**config.mk**
```make
export PLATFORM = sky130hd
export DESIGN_NAME = sdpmem_clr
export DESIGN_NICKNAME = d
export VERILOG_FILES = /design/src/rtl/sdpmem_clr.sv
export SDC_FILE = /design/constraint.sdc
export NUM_CORES = 2
export LEC_CHECK = 0
export CAP_MARGIN = 10
export CORE_MARGIN = 1.5
export CORE_UTILIZATION = 40
export DETAILED_ROUTE_END_ITERATION = 12
export GPL_ROUTABILITY_DRIVEN = 0
export SLEW_MARGIN = 30
export SYNTH_ARGS = -nofsm -noshare
export SYNTH_HDL_FRONTEND = slang
export SYNTH_SLANG_ARGS = --single-unit
```
**constraint.sdc**
```tcl
create_clock -name clk -period 2.6 [get_ports clk]
set_input_delay 0.39 -clock clk [delete_from_list [all_inputs] [get_ports clk]]
set_output_delay 0.39 -clock clk [all_outputs]
set_load 0.005 [all_outputs]
```
**src/rtl/sdpmem_clr.sv**
```systemverilog
// sdpmem_clr: simple dual-port RAM with byte write enables, registered read port and self-clear engine.
// Define SDPMEM_CLR_OUTREG_EN to add a second output register stage (read latency 2).
module sdpmem_clr #(
  parameter int               DEPTH       = 6,
  parameter int               WIDTH       = 32,
  parameter logic [WIDTH-1:0] CLEAR_VALUE = '0
) (
  input  logic                 clk,
  input  logic                 rst_n,
  input  logic                 clr,
  output logic                 busy,
  input  logic                 ena,
  input  logic [WIDTH/8-1:0]   wea,
  input  logic [DEPTH-1:0]     addra,
  input  logic [WIDTH-1:0]     dia,
  input  logic                 enb,
  input  logic [DEPTH-1:0]     addrb,
  output logic [WIDTH-1:0]     dob,
  output logic                 dob_valid
);
  localparam int NB = WIDTH / 8;
  typedef enum logic {CLEAR, IDLE} state_t;
  state_t           r_state, w_state_nx;
  logic [DEPTH-1:0] r_cnt, w_cnt_nx;
  logic [WIDTH-1:0] r_mem [2**DEPTH];
  logic [WIDTH-1:0] r_dob;
  logic             r_dob_valid;
  logic             w_idle, w_wr, w_rd;
  assign w_idle = (r_state == IDLE);
  assign busy   = ~w_idle;
  // A clear request wins over a same-edge write; a same-edge read still completes.
  assign w_wr   = w_idle & ena & ~clr;
  assign w_rd   = w_idle & enb;
  always_ff @(posedge clk or negedge rst_n) begin
    if (!rst_n) begin
      r_state <= CLEAR;
      r_cnt   <= '0;
    end else begin
      r_state <= w_state_nx;
      r_cnt   <= w_cnt_nx;
    end
  end
  always_comb begin
    w_state_nx = r_state;
    w_cnt_nx   = r_cnt;
    if (r_state == CLEAR) begin
      w_cnt_nx   = r_cnt + 1'b1;
      w_state_nx = (&r_cnt) ? IDLE : CLEAR;
    end else if (clr) begin
      w_cnt_nx   = '0;
      w_state_nx = CLEAR;
    end
  end
  always_ff @(posedge clk) begin
    if (busy)
      r_mem[r_cnt] <= CLEAR_VALUE;
    else if (w_wr)
      for (int i = 0; i < NB; i++)
        if (wea[i]) r_mem[addra][8*i +: 8] <= dia[8*i +: 8];
  end
  // Read-first: the array read sees the word before any same-edge write.
  always_ff @(posedge clk or negedge rst_n) begin
    if (!rst_n) begin
      r_dob       <= '0;
      r_dob_valid <= 1'b0;
    end else begin
      r_dob_valid <= w_rd;
      if (w_rd) r_dob <= r_mem[addrb];
    end
  end
`ifdef SDPMEM_CLR_OUTREG_EN
  logic [WIDTH-1:0] r_dob2;
  logic             r_dob_valid2;
  always_ff @(posedge clk or negedge rst_n) begin
    if (!rst_n) begin
      r_dob2       <= '0;
      r_dob_valid2 <= 1'b0;
    end else begin
      r_dob2       <= r_dob;
      r_dob_valid2 <= r_dob_valid;
    end
  end
  assign dob       = r_dob2;
  assign dob_valid = r_dob_valid2;
`else
  assign dob       = r_dob;
  assign dob_valid = r_dob_valid;
`endif
endmodule

```
==> reports/metrics.yaml <==
worstPathRequired_ns: 3.17
synth_nets: 4054
drc: 0
ios: 87
period_share_pct: 102
chipHeight_um: 453
nets: 4791
status: "complete, but fails checks"
synth_area_leaders: "edfxtp_1 (76%), mux4_2 (11%), mux2i_1 (3.6%)"
crit_fanout: 8
clk_path_buf_depth: 3
critPathLaunchType: "input port"
grt_use_total_pct: 20.6
syn_to_final_growth_pct: 22.5
path_class: "in -> reg"
numPortBuffers: 86
seq_power_share_pct: 49.3
cts_root_buffer: "clkbuf_16"
synth_ff_type: "edfxtp_1"
numCtsBuffers: 205
clk_latency_ns: 0.85
globalRouteOverflowTotal: 0
yosys.area.top_type_share_pct: 75.8
finalWorstSetupSlack_ns: -0.0462
ys_ff_latch: 2088
placed_cells: 7174
drt-total-wl_mm: 212
initial_core_util_pct: 40.2
power_frac_clock_pct: 36.3
drtIter0Drc: 4374
maxSlewViolCount: 0
core_sq_um: 202000
grt_first_pass_wirelength_mm: 305
synthCells: 4000
vias: 42023
cts.reportedPaths.clkPinSlew_ns: 0.06
place_area_sq_um: 91500
ys_types: 46
dp_worst_setup_slack_ns: -1.39
min_period_ns: 2.65
skew_ns: 0.0399
synth_area_leader_cell: "edfxtp_1"
cp-end-kind: "flop"
cp.arrival_ns: 3.22
max_freq_mhz: 378
synth_warnings: 0
ys_seq_area_share_pct: 77.1
setup_viol: 95
die-area_sq_um: 205000
wl_per_cell_um: 27.9
max-slew-margin-rel_pct: 48.0
crit_top_cell: "buf_6"
hpwlAfterDp_mm: 143
switching_power_uw: 20400
htree_num_levels: 4
grt_max_degree: 65
synth-edff-count: 2048
leakagePower_uw: 0.0342
instances_no_fill: 7592
final_core_util_pct: 49.2
first_pass_iters: 5
drv_cap: 0
cts_tree: "built"
final_antenna_net_count: 0
power_density_nw_per_um2: 809
p_int_uw: 60000
syn_avg_cell_area_sq_um: 20.3
layout.cell_area.non_filler_sq_um: 99400
worst_slew_pin_slew_ns: 0.776
antenna_found_initial: 9
yosys-top-cells-count: "edfxtp_1 (2048), mux4_2 (384), mux2i_1 (294), nor2_1 (192), a22oi_1 (160)"
synth_area_sq_um: 81100
fp-row-count: 165
holdWs_ns: 0.120
max_stage_delay_ns: 0.63
violations: "negative setup slack"
vias_per_cell: 5.54
clock_sinks: 2088
synthArstFlopShare_pct: 1.92
grt_pass1_vias: 43363
combPwrFrac_pct: 14.4
final_hold_viol_count: 0
yosysMostFrequentCell: "edfxtp_1"
swShare_pct: 25.4
path_cells: "clkdlybuf4s50_1, or4_4, buf_6, and3_4, buf_6, mux2i_4, buf_12, nand2b_4, buf_6, nor2_1, buf_4"
min_path_type: "in -> async"
critical_path.slowest_cell: "or4_4"
die_x_um: 453
peakVddDrop_mv: 0.769
drive_gt1_share_pct: 33.2
rsz0062_at_grt: "true"
[power groups by stage]
stage | registers, uW | logic (uW) | clock network, uW
floorplan | 39900 | 4610 | 0
global placement | 40300 | 10400 | 0
detailed placement | 40400 | 10500 | 0
CTS | 39700 | 11200 | 29700
global route | 39800 | 12100 | 30900
finish | 39700 | 11600 | 29200
[critical path, delay by kind of cell]
family	cells	cell delay (ns)
buffers and inverters	6	1.27
multiplexers	1	0.49
AND/OR/NAND/NOR	4	1.04
[timing repair]
| item | 4_1_cts | 5_1_grt |
|---|---|---|
| endpoints found under the hold margin | 40 | 0 |
| pin swaps | 3 | 11 |
| endpoints found under the setup margin | 1921 | 805 |
| gates cloned | 1 | 0 |
| setup buffers | 12 | 17 |
| gates resized for setup | 125 | 104 |
| hold buffers | 1 | 0 |
[per-layer routing]
metal,GRT usage (%),routed length [um]
met4,6.31,5920
met2,34.6,106000
met5,0,18
met3,3.35,13500
met1,27.6,86300
[cells by family after synthesis]
kind of cell / synth area share (%)
flops: 77.1
mux: 14.4
simple gates: 3.52
compound gates: 3.28
buf+inv: 1.63
xor+xnor: 0.0432
fa+ha+maj: 0.0154
[cells in the final DEF, fill, tap and decap left out, types with 68 or more instances in the layout]
cell type	count
nand3_1	68
clkbuf_16	205
a22oi_1	160
edfxtp_1	2048
mux4_2	384
nor2_1	114
o22ai_1	68
mux2i_1	288
clkdlybuf4s50_1	81
buf_12	165
buf_4	507
[worst paths after layout]
| path | from | slack [ns] | cells after the start | endpoint |
|---|---|---|---|---|
| setup / recovery | wea[0] | -0.05 | 11 | r_mem[42][7] |
| hold / removal | rst_n | 0.12 | 3 | dob[4] |
| setup reg to reg | r_state | 0.14 | 7 | dob[6] |
| hold reg to reg | dob[8] | 0.55 | 1 | dob[8] |
| max in group asynchronous | rst_n | 2.10 | 3 | dob[22] |
| min in group clk | clr | 0.35 | 3 | r_cnt[1] |
[registers in the layout, summed over array words and instances, names as in the netlist]
register   flops
r_mem       2048
dob           32
r_state        1
r_cnt          6
dob_valid      1
[per-stage QoR]
stage / setup TNS [ns] / total power (uW)
after floorplan: -99.19 / 44500
after detailed placement: -3331.58 / 50900
after CTS: 0 / 80500
after global placement: -3274.81 / 50800
final: -2.09 / 80400
after global routing: -0.784 / 82800
[final cells by class]
cell class                 instances  area (sq um)
timing repair buffer             800          8470
clock buffer                     253          5370
sequential                      2088         62500
tap                             2672          3340
fill                           16305        103000
multi-input combinational       1638         18400
inverter                           4          15.0
antenna                            2          5.00
clock inverter                   135          1260
Note: power is estimated with default switching activity, not from simulation.
==> RTL edit: new RTL, same flow settings <==
The output `dob_valid` loses its register stage (`r_dob_valid` becomes a continuous assignment).
--- a/src/rtl/sdpmem_clr.sv
+++ b/src/rtl/sdpmem_clr.sv
@@ -62,12 +62,12 @@
   always_ff @(posedge clk or negedge rst_n) begin
     if (!rst_n) begin
       r_dob       <= '0;
-      r_dob_valid <= 1'b0;
     end else begin
-      r_dob_valid <= w_rd;
       if (w_rd) r_dob <= r_mem[addrb];
     end
   end
+
+  assign r_dob_valid = w_rd;
 `ifdef SDPMEM_CLR_OUTREG_EN
   logic [WIDTH-1:0] r_dob2;
   logic             r_dob_valid2;
Function: not settled (the Yosys comparison gave no result); the edit may change what the design does.
==> RTL edit against the original RTL <==
Synthesized cell count about the same; cell area decreased by 1.6%; sequential cell count decreased by 1; total power decreased by 1.8%; wire length decreased by 2.5%; worst setup slack improved by 0.092 ns; via count decreased by 1.1%; area after synthesis about the same.
==> RTL edit: results (changes against the original RTL) <==
Parameter                              Value

Status
  Outcome ... finished clean

Critical path
  Start point of the critical path ... wea[3]
  Endpoint of the worst setup timing path ... r_mem[2][23]$_DFFE_PP_
  Maximum fanout encountered on the critical timing path ... 9 (+1)
  Slowest stage cell on the critical path ... mux2i_4
  Category of cells accounting for the largest share of critical-path delay ... simple AND/OR/NAND/NOR gates
  Path depth of the worst reg2reg path ... 6 (-1)

Timing
  Crit share post-route ... 0.982 (-0.0353)
  Tightest Pin Transition ... 0.917 ns (+0.141 ns)
  Maximum clock skew at final layout ... 0.0352 ns (-0.00475 ns)

Finish
  Seq_cells ... 2087 (-0.048%)
  Count of fill cells added during filler insertion ... 16399 (+0.58%)
  Non-clock buffer count ... 782 (-2.3%)
  Final-stage net count ... 4767 (-0.50%)
  Final std cell area, no fill ... 97800 um2 (-1.6%)
  Fraction of cell area in non-clock buffers ... 0.0798 (-0.00546)
  Multi-input gates ... 1637 (-0.061%)
  Layout clock area frac ... 0.0672 (+0.000541)
  Register area ... 62500 um2 (about the same)

Clock tree
  Setup Fix Bufs, Post-CTS ... 0 (-12)
  Quantity of gates resized following cts ... 6 (-95%)
  TritonCTS Buffers ... 201 (-2.0%)

Placed design
  Placement-stage worst setup slack ... -0.865 ns (+0.530 ns)
  Placed cell count ... 7177 (+0.042%)

Pwr
  VDD IR max ... 0.000735 V (-4.4%)
  Sw Pwr ... 0.0194 W (-4.9%)
  P_comb ... 0.0103 W (-11%)

Routing
  Wl on met1 ... 86.6 mm (+0.37%)
  Vias after detailed routing ... 41566 (-1.1%)
  Topmost layer with routed signal wires ... met4

Global route
  Met1 layer usage reported by global route ... 0.276 (+0.000915)
  Met3 Usage GRT ... 0.0309 (-0.00258)

Synth
  Portion of the post-synthesis area used by sequential elements ... 0.771 (about the same)
  Synthesized-area fraction occupied by ao, oa, aoi and oai cells ... 0.0328 (about the same)
  Main area contributors after synthesis ... edfxtp_1 (76%), mux4_2 (11%), mux2i_1 (3.6%)
  Gate Count Post-Synth ... 3999 (-0.025%)
  Number of distinct library cell variants in the gate-level netlist after synthesis ... 47 (+2.2%)
  Adder-cell area share of the yosys netlist ... 0.000154 (about the same)
  Multiplexer share of the synthesized area ... 0.144 (about the same)
## RTL edit: changes by cell type in the layout (fill, tap and decap cells not counted), sizes merged
cell | unedited run | this run
and3 | 3 | 2
buf | 716 | 698
bufinv | 17 | 21
clkdlybuf4s15 | 0 | 1
clkinv | 99 | 82
dfrtp | 40 | 39
dlygate4sd2 | 1 | 0
inv | 15 | 14
## RTL edit: how the worst min path moves through the flow
| stage | from | cells after the start | end | slack (ns) |
|---|---|---|---|---|
| final | rst_n | 2 | dob[0]$_DFFE_PN0P_ | 0.19 |
| after global routing | rst_n | 2 | dob[2]$_DFFE_PN0P_ | 0.21 |
| after CTS | rst_n | 2 | dob[6]$_DFFE_PN0P_ | 0.17 |
| after detailed placement | rst_n | 1 | dob[2]$_DFFE_PN0P_ | 0.51 |
| after global placement | rst_n | 1 | dob[2]$_DFFE_PN0P_ | 0.51 |
| after floorplan | rst_n | 0 | dob[0]$_DFFE_PN0P_ | 0.09 |
